<file path="config.mk">
export PLATFORM = sky130hd
export DESIGN_NAME = prog_sequencer_flat
export DESIGN_NICKNAME = d
export VERILOG_FILES = /design/src/rtl/prog_pkg.sv /design/src/rtl/prog_sequencer_if.sv /design/src/rtl/prog_sequencer_run_cycle_counter.sv /design/src/rtl/prog_sequencer.sv /design/src/flat_wrapper.sv
export SDC_FILE = /design/constraint.sdc
export NUM_CORES = 1
export LEC_CHECK = 0
export ABC_AREA = 1
export CORE_ASPECT_RATIO = 1.75
export CORE_MARGIN = 2
export CORE_UTILIZATION = 40
export CTS_CLUSTER_SIZE = 16
export DETAILED_ROUTE_END_ITERATION = 16
export PLACE_DENSITY_LB_ADDON = 0.3
export SLEW_MARGIN = 20
export SYNTH_ARGS = -nofsm -noshare
export SYNTH_HDL_FRONTEND = slang
export SYNTH_SLANG_ARGS = --single-unit
</file>
<file path="constraint.sdc">
create_clock -name Clk -period 1.45 [get_ports Clk]
set_clock_uncertainty 0.1 [all_clocks]
set_input_delay 0.2175 -clock Clk [delete_from_list [all_inputs] [get_ports Clk]]
set_output_delay 0.2175 -clock Clk [all_outputs]
set_load 0.02 [all_outputs]
</file>
<file path="src/rtl/prog_pkg.sv">
// Shared types and program-image constants for the program sequencer.
package prog_pkg;

  typedef enum logic [2:0] {
    IDLE,
    LOAD,
    RUN,
    DRAIN,
    DONE
  } seq_state_t;

  localparam int NPROG = 3;

  // Base address of each resident program, indexed by program number.
  localparam logic [31:0] BASE_ADDR [NPROG] = '{32'h000, 32'h100, 32'h200};

  function automatic int idx_w(input int n);
    return (n > 1) ? $clog2(n) : 1;
  endfunction

endpackage

</file>
<file path="src/rtl/prog_sequencer_if.sv">
// Host/PC/decoder handshake bundle for prog_sequencer.
// Carries Timeout only when PROG_WATCHDOG_EN is defined.
interface prog_sequencer_if #(
  parameter int L     = 10,
  parameter int NPROG = 3,
  parameter int CNT_W = 16
);
  localparam int IDX_W = prog_pkg::idx_w(NPROG);

  logic             Start;
  logic             Halt;
  logic             PcLoad;
  logic [L-1:0]     PcLoadAddr;
  logic             Run;
  logic             Done;
  logic [IDX_W-1:0] ProgIdx;
  logic [CNT_W-1:0] CycCnt;
`ifdef PROG_WATCHDOG_EN
  logic             Timeout;

  modport master (input Start, Halt,
                  output PcLoad, PcLoadAddr, Run, Done, ProgIdx, CycCnt, Timeout);
  modport slave  (output Start, Halt,
                  input PcLoad, PcLoadAddr, Run, Done, ProgIdx, CycCnt, Timeout);
`else
  modport master (input Start, Halt,
                  output PcLoad, PcLoadAddr, Run, Done, ProgIdx, CycCnt);
  modport slave  (output Start, Halt,
                  input PcLoad, PcLoadAddr, Run, Done, ProgIdx, CycCnt);
`endif

endinterface

</file>
<file path="src/rtl/prog_sequencer_run_cycle_counter.sv">
// Saturating run-cycle counter with synchronous clear.
// With PROG_WATCHDOG_EN it also flags the cycle that brings the count to WD_LIMIT.
module run_cycle_counter #(
  parameter int CNT_W = 16
`ifdef PROG_WATCHDOG_EN
  , parameter int WD_LIMIT = 4095
`endif
) (
  input  logic             Clk,
  input  logic             Reset,
  input  logic             clr,
  input  logic             en,
  output logic [CNT_W-1:0] cnt
`ifdef PROG_WATCHDOG_EN
  , output logic           limit
`endif
);

  always_ff @(posedge Clk) begin
    if (Reset || clr) begin
      cnt <= '0;
    end else if (en && (cnt != '1)) begin
      cnt <= cnt + 1'b1;
    end
  end

`ifdef PROG_WATCHDOG_EN
  // Raised one cycle early so the final count lands exactly on WD_LIMIT.
  assign limit = en && (cnt >= CNT_W'(WD_LIMIT - 1));
`endif

endmodule

</file>
<file path="src/rtl/prog_sequencer.sv">
// Program-launch sequencer: LOAD -> RUN until halt -> DRAIN -> DONE, cycling through NPROG programs.
// Optional run watchdog and Timeout output enabled by PROG_WATCHDOG_EN.
module prog_sequencer #(
  parameter int L         = 10,
  parameter int NPROG     = prog_pkg::NPROG,
  parameter int DRAIN_CYC = 2,
  parameter int CNT_W     = 16
`ifdef PROG_WATCHDOG_EN
  , parameter int WD_LIMIT = 4095
`endif
) (
  input  logic             Clk,
  input  logic             Reset,
  prog_sequencer_if.master bus
);
  import prog_pkg::*;

  localparam int IDX_W = idx_w(NPROG);
  localparam int DW    = idx_w(DRAIN_CYC);

  seq_state_t       state, state_nx;
  logic [DW-1:0]    dcnt;
  logic [IDX_W-1:0] idx;
  logic [CNT_W-1:0] cyc_cnt;
  logic             cnt_clr, cnt_en, wd_hit;

  always_ff @(posedge Clk) begin
    if (Reset) begin
      state <= IDLE;
      dcnt  <= '0;
      idx   <= '0;
    end else begin
      state <= state_nx;
      dcnt  <= (state == DRAIN) ? dcnt + 1'b1 : '0;
      if ((state != DONE) && (state_nx == DONE)) begin
        idx <= (idx == IDX_W'(NPROG - 1)) ? '0 : idx + 1'b1;
      end
    end
  end

  always_comb begin
    state_nx = state;
    cnt_clr  = 1'b0;
    cnt_en   = 1'b0;
    case (state)
      IDLE:  if (bus.Start) begin
               state_nx = LOAD;
               cnt_clr  = 1'b1;
             end
      LOAD:  state_nx = RUN;
      RUN:   begin
               cnt_en = 1'b1;
               if (bus.Halt || wd_hit) state_nx = DRAIN;
             end
      DRAIN: if (dcnt == DW'(DRAIN_CYC - 1)) state_nx = DONE;
      DONE:  if (bus.Start) begin
               state_nx = LOAD;
               cnt_clr  = 1'b1;
             end
      default: state_nx = IDLE;
    endcase
  end

`ifdef PROG_WATCHDOG_EN
  logic timeout;

  run_cycle_counter #(.CNT_W(CNT_W), .WD_LIMIT(WD_LIMIT)) u_cnt (
    .Clk   (Clk),
    .Reset (Reset),
    .clr   (cnt_clr),
    .en    (cnt_en),
    .cnt   (cyc_cnt),
    .limit (wd_hit)
  );

  // Sticky through DRAIN/DONE; only a fresh launch or reset clears it.
  always_ff @(posedge Clk) begin
    if (Reset || (state_nx == LOAD)) begin
      timeout <= 1'b0;
    end else if ((state == RUN) && wd_hit) begin
      timeout <= 1'b1;
    end
  end

  assign bus.Timeout = timeout;
`else
  run_cycle_counter #(.CNT_W(CNT_W)) u_cnt (
    .Clk   (Clk),
    .Reset (Reset),
    .clr   (cnt_clr),
    .en    (cnt_en),
    .cnt   (cyc_cnt)
  );

  assign wd_hit = 1'b0;
`endif

  assign bus.PcLoad     = (state == LOAD);
  assign bus.Run        = (state == RUN);
  assign bus.Done       = (state == DONE);
  assign bus.ProgIdx    = idx;
  assign bus.CycCnt     = cyc_cnt;
  assign bus.PcLoadAddr = L'(BASE_ADDR[idx]);

endmodule

</file>
<file path="src/flat_wrapper.sv">
// flat-port wrapper written by rule: the top's interface ports become plain ports
module prog_sequencer_flat import prog_pkg::*;
#(
  parameter int L         = 10,
  parameter int NPROG     = prog_pkg::NPROG,
  parameter int DRAIN_CYC = 2,
  parameter int CNT_W     = 16

)
  (Clk, Reset, bus_Start, bus_Halt, bus_PcLoad, bus_PcLoadAddr, bus_Run, bus_Done, bus_ProgIdx, bus_CycCnt);
  prog_sequencer_if #(.L(L), .NPROG(NPROG), .CNT_W(CNT_W)) bus_i ();
  input  logic Clk;
  input  logic Reset;
  input wire logic [$bits(bus_i.Start)-1:0] bus_Start;
  input wire logic [$bits(bus_i.Halt)-1:0] bus_Halt;
  output wire logic [$bits(bus_i.PcLoad)-1:0] bus_PcLoad;
  output wire logic [$bits(bus_i.PcLoadAddr)-1:0] bus_PcLoadAddr;
  output wire logic [$bits(bus_i.Run)-1:0] bus_Run;
  output wire logic [$bits(bus_i.Done)-1:0] bus_Done;
  output wire logic [$bits(bus_i.ProgIdx)-1:0] bus_ProgIdx;
  output wire logic [$bits(bus_i.CycCnt)-1:0] bus_CycCnt;
  assign bus_i.Start = bus_Start;
  assign bus_i.Halt = bus_Halt;
  assign bus_PcLoad = bus_i.PcLoad;
  assign bus_PcLoadAddr = bus_i.PcLoadAddr;
  assign bus_Run = bus_i.Run;
  assign bus_Done = bus_i.Done;
  assign bus_ProgIdx = bus_i.ProgIdx;
  assign bus_CycCnt = bus_i.CycCnt;
  prog_sequencer #(.L(L), .NPROG(NPROG), .DRAIN_CYC(DRAIN_CYC), .CNT_W(CNT_W)) u_core (.Clk(Clk), .Reset(Reset), .bus(bus_i));
endmodule
</file>
======== Word level (Yosys, flattened, before mapping) ========
Index checks and enable logic that the tools add are counted.
storage, ports and cells
  bits in latches ......................... 0
  memory bits (writable) .................. 0
  ROM bits ................................ 0
  bits in registers ....................... 22
  memories ................................ 0
  bits of input ports ..................... 4
  word-level logic and storage cells ...... 35
  output and inout port bits .............. 31
cells by class
  $add $sub $neg .......................... 3
  equal/unequal tests ..................... 8
  bitwise operators ....................... 2
  $mul .................................... 0
  divide/modulo/power cells ............... 0
  multiplexer cells ....................... 11
  $lt $le $gt $ge ......................... 1
  reduce and logical (&&, ||, !) cells .... 6
  shift-type cells ........................ 0
operator list
  cell                                                                    count
  32-bit binary-select mux with 2-bit select                              1
  10-bit 2-to-1 mux                                                       2
  16-bit by 1-bit adder with 16-bit output (second input constant)        1
  16-bit != test (second input constant)                                  1
  3-bit one-hot mux with 4 select lines                                   1
  3-bit 2-to-1 mux                                                        3
  3-bit by 2-bit equality test with 1-bit output (second input constant)  2
  3-bit equality test (second input constant)                             2
  2-bit OR reduction                                                      2
  3-bit by 1-bit equality test with 1-bit output (second input constant)  1
  3-bit >= comparator (second input constant)                             1
  3-bit logical NOT                                                       1
  1-bit 2-to-1 mux                                                        3
  3-bit != test (second input constant)                                   1
  2-bit inverter with 3-bit output                                        1
  2-bit by 1-bit adder with 2-bit output (second input constant)          1
  2-bit equality test (second input constant)                             1
  1-bit logical AND                                                       2
  2-bit 2-to-1 mux                                                        1
  1-bit adder (second input constant)                                     1
  1-bit logical OR                                                        1
  1-bit inverter                                                          1

======== Logic depth before layout (Yosys ltp) ========
  word-level depth ........................ 5
  gate-level depth with buffers ........... 10
  mapped depth without buffers ............ 10

======== Modules after synthesis ========
Synthesis repeated with hierarchy kept, for this count alone.
unflattened totals
  cell total of the unflattened synthesis .. 205
  area, all modules ....................... 1,303.8 µm²
modules (own cells, without submodules)
  module             times used  area an instance (µm²)  seq. area each (µm²)  cells an instance
  run_cycle_counter  1           950.9                   320.3                 149
  prog_sequencer     1           352.8                   120.1                 56

======== Least setup slack after synthesis ========
OpenSTA, ideal clock, no wires.
  kind .................................... register to register
  start ................................... register u_core.u_cnt.cnt[0]
  end ..................................... register u_core.u_cnt.cnt[14]
  arrival ................................. 1.510 ns
  buffers on the path ..................... 1
  stages on the path, launching flop included .. 10
  period minus slack after synthesis ...... 1.734 ns
  path slack .............................. -0.284 ns
  setup time .............................. 0.124 ns
  data required time ...................... 1.226 ns
  path through ............................ dfxtp_1 -> ha_1 -> nand3_2 -> clkinv_2 -> nand2_2 -> nor2_1 -> nor2_4 -> buf_6 -> nand2_1 -> a21oi_2
on the way
  cells in the longest elaborated chain, start to end .. 2
  elaborated cells between the ends (all ways) .. 3
  those cells by class .................... add/sub (1); eq/ne (1); reduce/logical (1)
ends and longest elaborated chain
  what                                                                              line                                    RTL
  start, declared                                                                   prog_sequencer_run_cycle_counter.sv:13  output logic [CNT_W-1:0] cnt
  start signal, assigned                                                            prog_sequencer_run_cycle_counter.sv:23  cnt <= cnt + 1'b1;
  branches (longest 2 deep; another with 16-bit by 1-bit adder with 16-bit output)  --
Several ways; the timed one is not identified.
A chain may end at the register's enable or synchronous reset.

======== Worst setup path in the final report ========
  start ................................... register u_core.u_cnt.cnt[1]
  end ..................................... register u_core.u_cnt.cnt[3]
Same word-level chain as after synthesis.

==> impl_metrics.prom <==
# TYPE chip_impl_metric gauge
chip_impl_info{name="critical-path-slowest-cell",value="dfxtp_4"} 1
chip_impl_metric{name="design.die.area",unit="µm²"} 3827
chip_impl_metric{name="post-layout-total-power",unit="W"} 0.001239
chip_impl_metric{name="vias_per_cell",unit=""} 4.777
chip_impl_metric{name="largest_net_degree_at_the_start_of_global_routing",unit=""} 13
chip_impl_metric{name="reg2reg_slack",unit="ps"} -6
chip_impl_info{name="endpoint",value="u_core.u_cnt.cnt[3]$_SDFFE_PP0P_"} 1
chip_impl_metric{name="port-buffer-count",unit=""} 26
chip_impl_metric{name="combinationalPowerShare",unit="%"} 17.2
chip_impl_info{name="worst_setup_path_startpoint",value="u_core.u_cnt.cnt[1]$_SDFFE_PP0P_"} 1
chip_impl_metric{name="setup_viol_count_final",unit=""} 3
chip_impl_metric{name="worstPathMaxFanout",unit=""} 7
chip_impl_metric{name="postSynthRegisterBits",unit=""} 22
chip_impl_metric{name="place.detailed.hpwl",unit="µm"} 2550
chip_impl_metric{name="grt_first_pass_wirelength",unit="µm"} 5485
chip_impl_metric{name="postCtsHoldBufs",unit=""} 0
chip_impl_metric{name="cts.sinks",unit=""} 22
chip_impl_metric{name="cts_inserted_buffers",unit=""} 3
chip_impl_metric{name="initialDrtViolationCount",unit=""} 28
chip_impl_info{name="hold_path_class",value="reg2reg"} 1
chip_impl_metric{name="finish.net_count",unit=""} 264
chip_impl_info{name="post-synth-top-count-cell",value="nand2_1"} 1
chip_impl_metric{name="number_of_search_and_repair_iterations_in_the_first_detailed_routing_pass",unit=""} 4
chip_impl_metric{name="share_of_power_burned_in_the_clock_network",unit="%"} 32.8
chip_impl_info{name="synth.largest_area_cell",value="dfxtp_1"} 1
chip_impl_metric{name="cp.depth",unit=""} 9
chip_impl_metric{name="routed-via-count",unit=""} 1438
chip_impl_info{name="ys_dominant_reg_cell",value="dfxtp_1"} 1
chip_impl_metric{name="number_of_global_route_vias_before_repair",unit=""} 1357
chip_impl_metric{name="row_count",unit=""} 27
chip_impl_metric{name="finalWeightedCongestion",unit=""} 0.8826
chip_impl_metric{name="cap_violations",unit=""} 0
chip_impl_metric{name="post-place-ws",unit="ps"} -37.55
chip_impl_info{name="cts.root.buffer_cell",value="clkbuf_8"} 1
chip_impl_metric{name="wl",unit="µm"} 3375
chip_impl_metric{name="power.leakage",unit="nW"} 0.8505
chip_impl_metric{name="clock_tree.buffer_depth",unit=""} 2
chip_impl_metric{name="synth-seq-area-share",unit="%"} 33.05
chip_impl_info{name="violations",value="setup timing"} 1
chip_impl_info{name="synth.area.top_cells",value="dfxtp_1 33%, nand2_1 16%, nor2_1 9.0%, a21oi_2 6.6%, inv_1 6.2%"} 1
chip_impl_metric{name="switching_power",unit="W"} 0.0003431
chip_impl_metric{name="floorplan.die.width",unit="µm"} 47.63
chip_impl_metric{name="fin_ws",unit="ps"} -5.983
chip_impl_metric{name="starting_density_of_the_core",unit="%"} 41.96
chip_impl_metric{name="yosysWarnings",unit=""} 0
chip_impl_info{name="criticalPathCategory",value="reg2reg"} 1
chip_impl_metric{name="max_freq",unit="MHz"} 686.8
chip_impl_metric{name="path_clk_slew",unit="ps"} 80
chip_impl_metric{name="worst_ep_arrival_time",unit="ps"} 1570
chip_impl_metric{name="yosys.cell_types.count",unit=""} 26
chip_impl_metric{name="p_int",unit="W"} 0.0008963
chip_impl_info{name="endpoint_kind",value="register"} 1
chip_impl_metric{name="global_route.overflow_total",unit=""} 0
chip_impl_info{name="cp_cell_sequence",value="ha_4, nand3_4, clkinv_4, nand2_8, nor2_4, nor2_4, buf_6, nand2_1, a21oi_2"} 1
chip_impl_info{name="rsz_0062_raised_after_global_routing",value="yes"} 1
chip_impl_metric{name="synth-edff-count",unit=""} 0
chip_impl_metric{name="critPathRequiredTime",unit="ps"} 1560
chip_impl_metric{name="postSynth.asyncResetShare",unit="%"} 0
chip_impl_metric{name="synth.top_cell.area_share",unit="%"} 33.05
chip_impl_metric{name="syn-cell-area",unit="µm²"} 1333
chip_impl_metric{name="seq_power_share",unit="%"} 50.0
chip_impl_metric{name="grt_util_all_layers",unit="%"} 19.56
chip_impl_info{name="tritoncts",value="yes"} 1
chip_impl_info{name="element_type_at_the_critical_path_start",value="register"} 1
chip_impl_info{name="reg2reg_to",value="u_core.u_cnt.cnt[3]$_SDFFE_PP0P_"} 1
chip_impl_metric{name="switching_share",unit="%"} 27.68
chip_impl_info{name="cpMostUsedCell",value="nor2_4"} 1
chip_impl_metric{name="antenna_cells",unit=""} 0
chip_impl_metric{name="worstSkewPairLatency",unit="ps"} 270
chip_impl_metric{name="total_number_of_h_tree_levels",unit=""} 1
chip_impl_metric{name="fin_crit_sh",unit="%"} 100.4
chip_impl_metric{name="power_density",unit="nW/µm²"} 628.5
chip_impl_metric{name="slowest_delay",unit="ps"} 360
chip_impl_metric{name="final_antenna_violating_net_count",unit=""} 0
chip_impl_info{name="outcome",value="finished with violations"} 1
chip_impl_info{name="synth_commonest_cells",value="58 x nand2_1, 32 x nor2_1, 22 x dfxtp_1, 22 x inv_1, 10 x a21oi_2"} 1
chip_impl_metric{name="postSynthCellCount",unit=""} 199
chip_impl_metric{name="report.final.slew_viol_count",unit=""} 0
chip_impl_metric{name="r2r.worst_path.cells",unit=""} 9
chip_impl_metric{name="post_route_cells_drive_above_1_share",unit="%"} 34.11
chip_impl_info{name="rr_startpoint",value="u_core.u_cnt.cnt[1]$_SDFFE_PP0P_"} 1
chip_impl_info{name="worst_path_dominant_cell_family",value="simple AND/OR/NAND/NOR gates"} 1
chip_impl_metric{name="initial_antenna_violation_count",unit=""} 0
chip_impl_metric{name="ir_drop",unit="µV"} 684.2
chip_impl_metric{name="number_of_buffer_and_inverter_instances_along_the_worst_setup_path",unit=""} 2
chip_impl_metric{name="floorplan.die.height",unit="µm"} 80.36
chip_impl_metric{name="synthToLayoutAreaGrowth",unit="%"} 47.98
chip_impl_metric{name="design.portCount",unit=""} 35
chip_impl_metric{name="placeableCoreArea",unit="µm²"} 3176
chip_impl_metric{name="wire_per_inst",unit="µm"} 11.21
chip_impl_metric{name="final-hold-violation-count",unit=""} 0
chip_impl_metric{name="synthesis.area_per_instance",unit="µm²"} 6.696
chip_impl_metric{name="drcViolationCount",unit=""} 0
chip_impl_metric{name="fin_crit",unit="ps"} 1456
==> power groups by stage <==
stage	Sequential, W	Combinational, W	Clock, W
detailed placement	0.000636	0.000211	0
finish	0.000619	0.000213	0.000407
global placement	0.000636	0.000210	0
CTS	0.000621	0.000210	0.000411
global route	0.000621	0.000233	0.000445
floorplan	0.000643	0.000124	0
==> per-layer routing <==
layer	track usage, %	up-vias	wire length [µm]
met3	3.371	8	144
li1	-	729	-
met4	8.919	0	85
met1	20.38	662	1282
met5	0	-	0
met2	35.27	39	1862
==> worst min-delay path: cells and delay by family (launching register included) <==
kind	cells	cell delay (ps)
flops	1	350
simple gates	1	80
compound gates	1	50
==> kinds of logic after synthesis <==
logic type               share of synthesized area (%)
AO/OA/AOI/OAI                                    12.58
XOR/XNOR                                         4.601
adder cells (fa/ha/maj)                         0.9388
buffers and inverters                            13.14
flip-flops                                       33.05
other                                           0.2814
AND/OR/NAND/NOR                                  35.40
==> worst min-delay path by stage <==
stage	startpoint	end	cells past startpoint
3_5_place_dp	u_core.u_cnt.cnt[15]$_SDFFE_PP0P_	u_core.u_cnt.cnt[15]$_SDFFE_PP0P_	2
6_report	u_core.u_cnt.cnt[15]$_SDFFE_PP0P_	u_core.u_cnt.cnt[15]$_SDFFE_PP0P_	2
2_1_floorplan	Reset	u_core.state[2]$_SDFF_PP0_	1
4_1_cts	u_core.u_cnt.cnt[15]$_SDFFE_PP0P_	u_core.u_cnt.cnt[15]$_SDFFE_PP0P_	2
5_1_grt	u_core.u_cnt.cnt[4]$_SDFFE_PP0P_	u_core.u_cnt.cnt[4]$_SDFFE_PP0P_	2
3_3_place_gp	u_core.u_cnt.cnt[9]$_SDFFE_PP0P_	u_core.u_cnt.cnt[9]$_SDFFE_PP0P_	2
==> cell usage in the layout (no fill, tap or decap), types with 4 or more instances in the layout <==
cell           count
dfxtp_4            4
buf_4             29
dfxtp_2           13
dlygate4sd2_1     17
a21oi_2           10
nor2_2             6
inv_1             21
nand2_1           55
o21ai_0            4
nor2_1            24
dfxtp_1            5
buf_2              4
xnor2_1            5
nand3_1            7
conb_1             8
nand2_2            5
nand4_1            6
==> registers in the layout, summed over array words and instances, names as in the netlist <==
register            flops
u_core.u_cnt.cnt       16
u_core.state            3
u_core.bus.ProgIdx      2
u_core.dcnt             1
==> stage by stage <==
step	hold WS (ps)	util (%)	TNS (ps)	cell area, µm²	std cells
after detailed placement	401.2	59.46	-313.6	1888	295
after floorplan	186.6	-	0	1416	206
after CTS	413.0	61.03	0	1938	299
after global placement	390.5	59.46	-122.4	1888	295
final	407.7	62.10	-8.801	1972	301
after global routing	423.1	62.10	-1052	1972	301
==> repair_timing <==
| item | in CTS | in global routing |
|---|---|---|
| setup buffers | 0 | 2 |
| gates resized for setup | 41 | 19 |
| endpoints found under the setup margin | 37 | 21 |
| pin swaps | 0 | 5 |
==> cell type report <==
class,count,area (µm²)
Fill cell,315,1204
Multi-Input combinational cell,150,819.5
Timing Repair Buffer,59,490.5
Sequential cell,22,471.7
Inverter,23,91.34
Tap cell,43,53.80
Clock buffer,4,45.04
(Power assumes the default switching activity.)
